--- src/rtl/traffic_pkg.sv ---
// Shared encodings for the intersection sequencer: state codes,
// state enum and {r,g,y} lamp bundles.
package traffic_pkg;

    localparam logic [2:0] A_GREEN   = 3'd0;
    localparam logic [2:0] A_YELLOW  = 3'd1;
    localparam logic [2:0] ALL_RED_A = 3'd2;
    localparam logic [2:0] B_GREEN   = 3'd3;
    localparam logic [2:0] B_YELLOW  = 3'd4;
    localparam logic [2:0] ALL_RED_B = 3'd5;

    typedef enum logic [2:0] {
        ST_A_GREEN   = A_GREEN,
        ST_A_YELLOW  = A_YELLOW,
        ST_ALL_RED_A = ALL_RED_A,
        ST_B_GREEN   = B_GREEN,
        ST_B_YELLOW  = B_YELLOW,
        ST_ALL_RED_B = ALL_RED_B
    } state_e;

    // One-hot lamp bundle ordered {r,g,y}
    typedef logic [2:0] lamp_t;

    localparam lamp_t LAMP_R = 3'b100;
    localparam lamp_t LAMP_G = 3'b010;
    localparam lamp_t LAMP_Y = 3'b001;

    // True for the two clearance states
    function automatic logic is_all_red(state_e s);
        return (s == ST_ALL_RED_A) || (s == ST_ALL_RED_B);
    endfunction

endpackage

--- src/rtl/traffic_if.sv ---
// Sensor/lamp bundle between the sequencer (master) and the
// intersection (slave). emg exists only with TRAFFIC_CTRL_PREEMPT_EN.
interface traffic_if;

    logic       a_req;
    logic       b_req;
`ifdef TRAFFIC_CTRL_PREEMPT_EN
    logic       emg;
`endif
    logic       ar;
    logic       ag;
    logic       ay;
    logic       br;
    logic       bg;
    logic       by;
    logic [2:0] phase;

`ifdef TRAFFIC_CTRL_PREEMPT_EN
    modport master (
        input  a_req, b_req, emg,
        output ar, ag, ay, br, bg, by, phase
    );
    modport slave (
        output a_req, b_req, emg,
        input  ar, ag, ay, br, bg, by, phase
    );
`else
    modport master (
        input  a_req, b_req,
        output ar, ag, ay, br, bg, by, phase
    );
    modport slave (
        output a_req, b_req,
        input  ar, ag, ay, br, bg, by, phase
    );
`endif

endinterface

--- src/rtl/phase_timer.sv ---
// Per-state cycle counter: clr_i restarts at 0 on state entry,
// hold_i parks it at 0, otherwise +1 per cycle saturating at LIMIT.
module phase_timer #(
    parameter int CNT_W = 8,
    parameter int LIMIT = 7
) (
    input  logic             clk,
    input  logic             rst_n,
    input  logic             clr_i,
    input  logic             hold_i,
    output logic [CNT_W-1:0] cnt_o
);

    localparam logic [CNT_W-1:0] SAT = CNT_W'(LIMIT);

    logic [CNT_W-1:0] cnt_q;
    logic [CNT_W-1:0] cnt_d;

    always_comb begin
        cnt_d = cnt_q;
        if (clr_i || hold_i) begin
            cnt_d = '0;
        end else if (cnt_q != SAT) begin
            cnt_d = cnt_q + 1'b1;
        end
    end

    always_ff @(posedge clk or negedge rst_n) begin
        if (!rst_n) begin
            cnt_q <= '0;
        end else begin
            cnt_q <= cnt_d;
        end
    end

    assign cnt_o = cnt_q;

endmodule

--- src/rtl/traffic_controller.sv ---
// Six-phase Moore sequencer for a two-way intersection with min/max
// green, demand latching and (TRAFFIC_CTRL_PREEMPT_EN) emergency preempt.
// Ports: clk, rst_n (async, active-low), bus (traffic_if.master:
// a_req/b_req[/emg] in; ar,ag,ay,br,bg,by, phase[2:0] out).
module traffic_controller
    import traffic_pkg::*;
#(
    parameter int GREEN_MIN = 4,
    parameter int GREEN_MAX = 8,
    parameter int YELLOW_T  = 2,
    parameter int ALLRED_T  = 1,
    parameter int CNT_W     = 8
) (
    input  logic      clk,
    input  logic      rst_n,
    traffic_if.master bus
);

    localparam logic [CNT_W-1:0] GMIN_LAST = CNT_W'(GREEN_MIN - 1);
    localparam logic [CNT_W-1:0] GMAX_LAST = CNT_W'(GREEN_MAX - 1);
    localparam logic [CNT_W-1:0] YEL_LAST  = CNT_W'(YELLOW_T - 1);
    localparam logic [CNT_W-1:0] AR_LAST   = CNT_W'(ALLRED_T - 1);

    state_e           state_q;
    state_e           state_d;
    logic             a_pend_q;
    logic             a_pend_d;
    logic             b_pend_q;
    logic             b_pend_d;
    logic [CNT_W-1:0] cnt;
    logic             preempt;
    logic             a_dem;
    logic             b_dem;
    logic             a_done;
    logic             b_done;
    logic             t_clr;
    logic             t_hold;
    lamp_t            lamp_a;
    lamp_t            lamp_b;

`ifdef TRAFFIC_CTRL_PREEMPT_EN
    assign preempt = bus.emg;
`else
    assign preempt = 1'b0;
`endif

    // Demand for an approach is the latch or the live sensor, so a
    // request arriving this cycle already counts.
    assign a_dem = a_pend_q | bus.a_req;
    assign b_dem = b_pend_q | bus.b_req;

    // Green may yield once min time is served, and only if its own
    // traffic has gone or the max time forces it out.
    assign a_done = (cnt >= GMIN_LAST) &&
                    (!bus.a_req || (cnt >= GMAX_LAST));
    assign b_done = (cnt >= GMIN_LAST) &&
                    (!bus.b_req || (cnt >= GMAX_LAST));

    always_comb begin
        state_d = state_q;
        unique case (state_q)
            ST_A_GREEN: begin
                if (preempt || (b_dem && a_done)) begin
                    state_d = ST_A_YELLOW;
                end
            end
            ST_A_YELLOW: begin
                if (cnt == YEL_LAST) begin
                    state_d = ST_ALL_RED_A;
                end
            end
            ST_ALL_RED_A: begin
                if (!preempt && (cnt == AR_LAST)) begin
                    state_d = ST_B_GREEN;
                end
            end
            ST_B_GREEN: begin
                if (preempt || (a_dem && b_done)) begin
                    state_d = ST_B_YELLOW;
                end
            end
            ST_B_YELLOW: begin
                if (cnt == YEL_LAST) begin
                    state_d = ST_ALL_RED_B;
                end
            end
            ST_ALL_RED_B: begin
                if (!preempt && (cnt == AR_LAST)) begin
                    state_d = ST_A_GREEN;
                end
            end
            default: begin
                state_d = ST_ALL_RED_B;
            end
        endcase
    end

    // Latch demand while the approach is not green; entering its green
    // serves it, which takes priority over a same-cycle request.
    always_comb begin
        a_pend_d = a_pend_q | (bus.a_req & (state_q != ST_A_GREEN));
        b_pend_d = b_pend_q | (bus.b_req & (state_q != ST_B_GREEN));
        if ((state_d == ST_A_GREEN) && (state_q != ST_A_GREEN)) begin
            a_pend_d = 1'b0;
        end
        if ((state_d == ST_B_GREEN) && (state_q != ST_B_GREEN)) begin
            b_pend_d = 1'b0;
        end
    end

    always_ff @(posedge clk or negedge rst_n) begin
        if (!rst_n) begin
            state_q  <= ST_ALL_RED_B;
            a_pend_q <= 1'b0;
            b_pend_q <= 1'b0;
        end else begin
            state_q  <= state_d;
            a_pend_q <= a_pend_d;
            b_pend_q <= b_pend_d;
        end
    end

    // Preempt parks all-red with the timer at zero so that ALLRED_T
    // full cycles follow once emg falls.
    assign t_clr  = (state_d != state_q);
    assign t_hold = preempt & is_all_red(state_q);

    phase_timer #(
        .CNT_W (CNT_W),
        .LIMIT (GREEN_MAX - 1)
    ) u_timer (
        .clk    (clk),
        .rst_n  (rst_n),
        .clr_i  (t_clr),
        .hold_i (t_hold),
        .cnt_o  (cnt)
    );

    // Lamps come straight from the state register: red unless this
    // approach owns the green or yellow phase.
    always_comb begin
        lamp_a = LAMP_R;
        lamp_b = LAMP_R;
        unique case (state_q)
            ST_A_GREEN:  lamp_a = LAMP_G;
            ST_A_YELLOW: lamp_a = LAMP_Y;
            ST_B_GREEN:  lamp_b = LAMP_G;
            ST_B_YELLOW: lamp_b = LAMP_Y;
            default: begin
                lamp_a = LAMP_R;
                lamp_b = LAMP_R;
            end
        endcase
    end

    assign bus.ar    = lamp_a[2];
    assign bus.ag    = lamp_a[1];
    assign bus.ay    = lamp_a[0];
    assign bus.br    = lamp_b[2];
    assign bus.bg    = lamp_b[1];
    assign bus.by    = lamp_b[0];
    assign bus.phase = state_q;

endmodule

--- src/flat_wrapper.sv ---
// flat-port wrapper written by rule: the top's interface ports become plain ports
module traffic_controller_flat import traffic_pkg::*;
#(
    parameter int GREEN_MIN = 4,
    parameter int GREEN_MAX = 8,
    parameter int YELLOW_T  = 2,
    parameter int ALLRED_T  = 1,
    parameter int CNT_W     = 8
)
  (clk, rst_n, bus_a_req, bus_b_req, bus_ar, bus_ag, bus_ay, bus_br, bus_bg, bus_by, bus_phase);
  traffic_if bus_i ();
  input  logic clk;
  input  logic rst_n;
  input wire logic [$bits(bus_i.a_req)-1:0] bus_a_req;
  input wire logic [$bits(bus_i.b_req)-1:0] bus_b_req;
  output wire logic [$bits(bus_i.ar)-1:0] bus_ar;
  output wire logic [$bits(bus_i.ag)-1:0] bus_ag;
  output wire logic [$bits(bus_i.ay)-1:0] bus_ay;
  output wire logic [$bits(bus_i.br)-1:0] bus_br;
  output wire logic [$bits(bus_i.bg)-1:0] bus_bg;
  output wire logic [$bits(bus_i.by)-1:0] bus_by;
  output wire logic [$bits(bus_i.phase)-1:0] bus_phase;
  assign bus_i.a_req = bus_a_req;
  assign bus_i.b_req = bus_b_req;
  assign bus_ar = bus_i.ar;
  assign bus_ag = bus_i.ag;
  assign bus_ay = bus_i.ay;
  assign bus_br = bus_i.br;
  assign bus_bg = bus_i.bg;
  assign bus_by = bus_i.by;
  assign bus_phase = bus_i.phase;
  traffic_controller #(.GREEN_MIN(GREEN_MIN), .GREEN_MAX(GREEN_MAX), .YELLOW_T(YELLOW_T), .ALLRED_T(ALLRED_T), .CNT_W(CNT_W)) u_core (.clk(clk), .rst_n(rst_n), .bus(bus_i));
endmodule
--- config.mk ---
export PLATFORM = sky130hd
export DESIGN_NAME = traffic_controller_flat
export DESIGN_NICKNAME = d
export VERILOG_FILES = /design/src/rtl/traffic_pkg.sv /design/src/rtl/traffic_if.sv /design/src/rtl/phase_timer.sv /design/src/rtl/traffic_controller.sv /design/src/flat_wrapper.sv
export SDC_FILE = /design/constraint.sdc
export NUM_CORES = 1
export LEC_CHECK = 0
export ABC_AREA = 1
export BUFFER_PORTS_ARGS = -buffer_cell sky130_fd_sc_hd__buf_2
export CORE_UTILIZATION = 48
export DETAILED_ROUTE_END_ITERATION = 16
export PLACE_DENSITY = 0.72
export SETUP_SLACK_MARGIN = 0.3
export SYNTH_ARGS = -nofsm -noshare
export SYNTH_HDL_FRONTEND = slang
export SYNTH_HIERARCHICAL = 1
export SYNTH_SLANG_ARGS = --single-unit
--- constraint.sdc ---
create_clock -name clk -period 4.8 [get_ports clk]
set_input_delay 0.72 -clock clk [delete_from_list [all_inputs] [get_ports clk]]
set_output_delay 0.72 -clock clk [all_outputs]
set_load 0.02 [all_outputs]
==> results.json, run 1 <==
{
  "overflow": 0,
  "worstPathBufferInverterCount": 3,
  "syn_avg_cell_area_um2": 6.476,
  "min_period_ps": 2178,
  "hold_viol_final": 0,
  "n_antenna_cell": 0,
  "ff2ff_path_depth": 12,
  "drc": 0,
  "fillers": 181,
  "worstPathRequired_ps": 4080,
  "crit_path_end_kind": "output port",
  "crit_path_cell_trace": "nand2_1, nor2_2, inv_1, nand2_1, inv_1, buf_2",
  "cts_tree": "built",
  "drt-pass1-iter-count": 5,
  "cts_htree_levels": 1,
  "multiInputGateArea_um2": 544.3,
  "crit_cells": 6,
  "first_global_vias": 805,
  "post_drt_wl_per_cell_um": 10.62,
  "clock_latency_ps": 270,
  "cts-root-buf": "clkbuf_4",
  "fp.dieH_um": 46.69,
  "drtIter0Drc": 40,
  "synth_seq_cells": 13,
  "cts.repair.resized": 0,
  "drt-total-wl_mm": 1.997,
  "rsz0062_at_grt": "false",
  "most-common-layout-cells": "nand2_1, nor2_1, inv_1",
  "core-area_um2": 1802,
  "die_x_um": 46.69,
  "ir_drop_mv": 0.3008,
  "netlist_area_um2": 958.4,
  "critPathMaxFanout": 6,
  "cts_buffers": 3,
  "vias_per_cell": 5.005,
  "postCtsHoldBufs": 0,
  "nNetsFinal": 169,
  "netlist_instances": 148,
  "grt_pass1_wl_mm": 3.167,
  "slowest_delay_ps": 580,
  "dieArea_um2": 2179,
  "cts.reportedPaths.clkPinSlew_ps": 80,
  "cts_setup_buffers": 0,
  "arrival_ps": 1460,
  "start_util_pct": 53.19,
  "gp_congestion": 0.9317,
  "area_growth_pct": 11.49,
  "fin_worst_skew_ps": 2.277,
  "dp.final_hpwl_mm": 1.535,
  "antenna_found_initial": 0,
  "yosysWarnings": 6,
  "drv_slew": 0,
  "layout_commonest_cell": "nand2_1",
  "clk_path_buf_depth": 2,
  "fin_tns_setup_ps": 0,
  "ys_seq_area_share_pct": 34.20,
  "final_util_pct": 59.31,
  "drive_gt1_share_pct": 20.25,
  "num_io_pins": 13,
  "p_per_area_nw_per_um2": 507.4,
  "grt_max_degree": 14,
  "synth.distinct_cells": 27,
  "place_area_um2": 1042,
  "crit_type": "flip-flop to output port",
  "vias": 941,
  "ant_nets": 0,
  "start_kind": "flip-flop",
  "critical-path-top-delay-family": "flip-flops",
  "grt_use_total_pct": 21.35,
  "maxCapViolations": 0,
  "final-seq-area_um2": 327.8,
  "portBuffers": 12,
  "cts_num_sinks": 13,
  "fmax_ghz": 0.4592,
  "syn-num-nets": 153,
  "status": "completed",
  "power_leakage_nw": 0.5411,
  "post-route-period-util_pct": 45.37,
  "num_rows": 15,
  "crit_slowest_cell": "dfstp_2",
  "setup_viol": 0,
  "hold_path.class": "primary input to asynchronous set/reset pin",
  "final_area_um2": 1069
}
-- cell usage after synthesis (all sizes together) --
| cell | number | area, um^2 |
|---|---|---|
| a21boi | 1 | 11.26 |
| xor2 | 1 | 8.760 |
| nand2 | 42 | 167.7 |
| a21oi | 5 | 25.02 |
| dfstp | 2 | 52.55 |
| o21ai | 3 | 15.01 |
| nand3b | 1 | 7.510 |
| o211ai | 1 | 7.510 |
| nor2 | 35 | 148.9 |
| and2 | 1 | 6.260 |
| xnor2 | 1 | 8.760 |
| a31oi | 1 | 6.260 |
| nand3 | 15 | 80.08 |
| inv | 21 | 78.83 |
| buf | 1 | 7.510 |
| o21a | 1 | 7.510 |
| conb | 1 | 3.750 |
| dfrtp | 11 | 275.3 |
| nor3 | 2 | 21.27 |
| ha | 1 | 12.51 |
| nand4 | 1 | 6.260 |
-- registers in the layout, summed over array words and instances (netlist names) --
name,cells
u_core/a_pend_q,1
u_core/u_timer/cnt_o,8
u_core/bus.phase,3
u_core/b_pend_q,1
-- metrics by stage --
step	setup slack, ps	hold slack [ps]	total power (W)	std cells
6_report	2622	318.3	0.0005422	188
3_3_place_gp	2689	473.5	0.0004691	184
2_1_floorplan	2779	424.4	0.0003973	148
4_1_cts	2617	318.8	0.0005468	188
3_5_place_dp	2632	480.1	0.0004757	184
5_1_grt	2437	324.3	0.0005945	188
-- cell type report --
class	count	share of cell area, %
repair buffers	12	5.621
inverters	21	7.377
flip-flops and latches	13	30.68
clock buffers	4	2.459
multi-input cells	113	50.94
well taps	25	2.927
-- worst reg2reg max path, cell delays in order (launching register included) --
cell and delay, ps:
dfrtp_1 470, nor2_1 160, nand2_2 110, inv_1 100
nand2_2 60, nand2_1 60, nand2_1 50, a21oi_1 160
nand2_1 110, nand2_1 70, nand3b_1 100, nor2_2 330
a21boi_2 220
-- kinds of logic (layout without fill, tap and decap cells) --
| kind of cell | after synthesis | count (layout) | synth area share, % |
|---|---|---|---|
| simple gates | 97 | 97 | 45.69 |
| other cells | 1 | 1 | 0.3913 |
| compound gates | 12 | 12 | 7.572 |
| buf+inv | 22 | 37 | 9.009 |
| flops | 13 | 13 | 34.20 |
| fa+ha+maj | 1 | 1 | 1.305 |
| xor+xnor | 2 | 2 | 1.828 |
-- layer usage --
metal	wire, um	global-route usage [%]
met4	34	13.71
met3	73	4.314
met5	0	0
met2	994	36.11
met1	895	24.04
-- final timing paths --
kind | startpoint | to | slack (ps)
worst max-delay path | u_core/bus.phase[0]$_DFF_PN1_ | bus_ar | 2620
worst min-delay path | rst_n | u_core/u_timer/cnt_o[4]$_DFFE_PN0P_ | 320
worst max register to register | u_core/u_timer/cnt_o[5]$_DFFE_PN0P_ | u_core/u_timer/cnt_o[2]$_DFFE_PN0P_ | 2740
worst min register to register | u_core/b_pend_q$_DFF_PN0_ | u_core/b_pend_q$_DFF_PN0_ | 490
max in group asynchronous | rst_n | u_core/bus.phase[0]$_DFF_PN1_ | 4200
min in group clk | u_core/b_pend_q$_DFF_PN0_ | u_core/b_pend_q$_DFF_PN0_ | 490
-- where the power goes --
group | total, W | internal, W | leakage (nW) | switching [W]
Combinational | 0.000304 | 0.000102 | 0.360 | 0.000201
Sequential | 0.000171 | 0.000138 | 0.166 | 0.0000328
Clock | 0.0000676 | 0.0000322 | 0.0150 | 0.0000354
(Power assumes the default switching activity.)
==> inputs of run 2 (changes only) <==
clock period = 2.3 ns   (was 4.8 ns; I/O delays follow)
==> run 2 against run 1 <==
Compared with the run above: non-clock buffer count rose by 16; register-to-register slack worse by 2300 ps; die area unchanged; critical path depth grew 3; critical path type is now flip-flop to flip-flop.
==> results.json, run 2 (same netlist as run 1, synthesis figures left out) <==
{
  "status": "completed",
  "dp_slack_ps": 319.4,
  "clk_path_buf_depth": 2,
  "vias_per_cell": 5.117,
  "num_rows": 15,
  "cts_num_sinks": 13,
  "fin_worst_skew_ps": 4.117,
  "clock_latency_ps": 280,
  "gp_congestion": 0.9251,
  "crit_path_end_kind": "flip-flop",
  "drive_gt1_share_pct": 35.56,
  "pwr-share-seq_pct": 28.3,
  "start_kind": "flip-flop",
  "post_drt_wl_per_cell_um": 11.74,
  "cts_buffers": 3,
  "hold_path.class": "primary input to flip-flop",
  "p_sw_w": 0.0006189,
  "n_antenna_cell": 0,
  "cpMostUsedCell": "nand2_1",
  "ant_nets": 0,
  "setup_viol": 0,
  "arrival_ps": 2110,
  "overflow": 0,
  "grt_pass1_wl_mm": 3.263,
  "area_growth_pct": 32.77,
  "drtIter0Drc": 29,
  "whs_ps": 359.1,
  "portBuffers": 12,
  "vias": 1049,
  "switching_share_pct": 49.65,
  "dp.final_hpwl_mm": 1.532,
  "crit_slowest_cell": "dfstp_2",
  "core-area_um2": 1802,
  "start_util_pct": 53.19,
  "min_period_ps": 1898,
  "drt-total-wl_mm": 2.407,
  "power_leakage_nw": 0.6523,
  "antenna_found_initial": 0,
  "num_io_pins": 13,
  "setup_slack_ps": 401.5,
  "rsz0062_at_grt": "true",
  "critical-path-top-delay-family": "simple AND/OR/NAND/NOR gates",
  "worstPathRequired_ps": 2510,
  "layout_commonest_cell": "nand2_1",
  "nNetsFinal": 186,
  "die_x_um": 46.69,
  "fp.dieH_um": 46.69,
  "p_per_area_nw_per_um2": 979.5,
  "crit_path_cell_trace": "nand2_1, nor2_2, a31oi_1, and2_1, nand2_1, nand3b_1, nor2_4, nand2_1, nor2_1",
  "pwr-share-comb_pct": 60.2,
  "slowest_delay_ps": 580,
  "post-route-period-util_pct": 82.54,
  "fmax_ghz": 0.5267,
  "critPathMaxFanout": 6,
  "most-common-layout-cells": "nand2_1, nor2_1, inv_1",
  "hold_viol_final": 0,
  "grt_max_degree": 14,
  "largest_reg_flops": 8,
  "crit_type": "flip-flop to flip-flop",
  "cts_htree_levels": 1,
  "ir_drop_mv": 0.5735,
  "drt-pass1-iter-count": 5,
  "drv_slew": 0,
  "dieArea_um2": 2179,
  "cts_tree": "built",
  "worstPathBufferInverterCount": 0,
  "first_global_vias": 802,
  "maxCapViolations": 0,
  "drc": 0,
  "grt_use_total_pct": 21.81,
  "cts-root-buf": "clkbuf_4",
  "power_frac_clock_pct": 11.5,
  "p_int_w": 0.0006276,
  "fin_tns_setup_ps": 0,
  "cts.reportedPaths.clkPinSlew_ps": 80
}
[run 2: cell types whose count changed in the layout (fill, tap and decap cells not counted), sizes merged]
cell / delta
buf: +14
dlygate4sd3: +1
dlymetal6s2s: +1
nor2: +1
[run 2: path summary, 6_finish.rpt]
check | startpoint | endpoint | slack (ps) | cells past startpoint
max | u_core/bus.phase[0]$_DFF_PN1_ | u_core/u_timer/cnt_o[6]$_DFFE_PN0P_ | 400 | 9
min | bus_b_req | u_core/bus.phase[2]$_DFF_PN1_ | 360 | 4
max reg2reg | u_core/bus.phase[0]$_DFF_PN1_ | u_core/u_timer/cnt_o[6]$_DFFE_PN0P_ | 400 | 9
min reg2reg | u_core/b_pend_q$_DFF_PN0_ | u_core/b_pend_q$_DFF_PN0_ | 500 | 1
max in group asynchronous | rst_n | u_core/bus.phase[2]$_DFF_PN1_ | 1540 | 2
min in group asynchronous | rst_n | u_core/u_timer/cnt_o[5]$_DFFE_PN0P_ | 480 | 2
[run 2: repair_timing]
| action | in CTS | in global routing |
|---|---|---|
| resized for setup | 1 | 23 |
| pin swaps | 0 | 9 |
| buffers inserted | 0 | 15 |
| hold buffers | 1 | 0 |
| setup endpoints to repair | 1 | 8 |
| hold endpoints to repair | 11 | 0 |
| cloned | 0 | 1 |
[run 2: metrics by stage]
stage                     util [%]  std cells   power, W  cell area (um^2)
final                        70.63        205   0.001246              1272
after global routing         70.63        205   0.001349              1272
after CTS                    60.14        189   0.001154              1084
after detailed placement     57.85        184  0.0009926              1042
after global placement       57.85        184  0.0009834              1042
after floorplan                  -        148  0.0008292             958.4
[run 2: layer usage]
layer | GRT usage [%] | share of wire [%] | up-vias
met2 | 35.28 | 49 | 35
met5 | 0 | 0 | -
met3 | 3.922 | 4.0 | 6
met4 | 15.43 | 1.9 | 0
met1 | 25.67 | 45 | 483
li1 | - | - | 525
[run 2: cell type report]
type | count | area (um^2)
Sequential cell | 13 | 336.6
Tap cell | 25 | 31.28
Inverter | 21 | 78.83
Fill cell | 152 | 529.3
Multi-Input combinational cell | 114 | 611.8
Clock buffer | 4 | 26.28
Timing Repair Buffer | 28 | 187.7
[run 2: power groups by stage]
stage / clock network (W) / logic, W / registers, W
floorplan: 0 / 0.000460 / 0.000369
global placement: 0 / 0.000625 / 0.000358
detailed placement: 0 / 0.000631 / 0.000361
CTS: 0.000153 / 0.000645 / 0.000356
global route: 0.000160 / 0.000830 / 0.000360
finish: 0.000143 / 0.000751 / 0.000352
[run 2: tightest hold or removal path, stage by stage]
cell and delay (ps):
buf_2 100, nand2_2 60, nand3_2 80, nand2_1 50
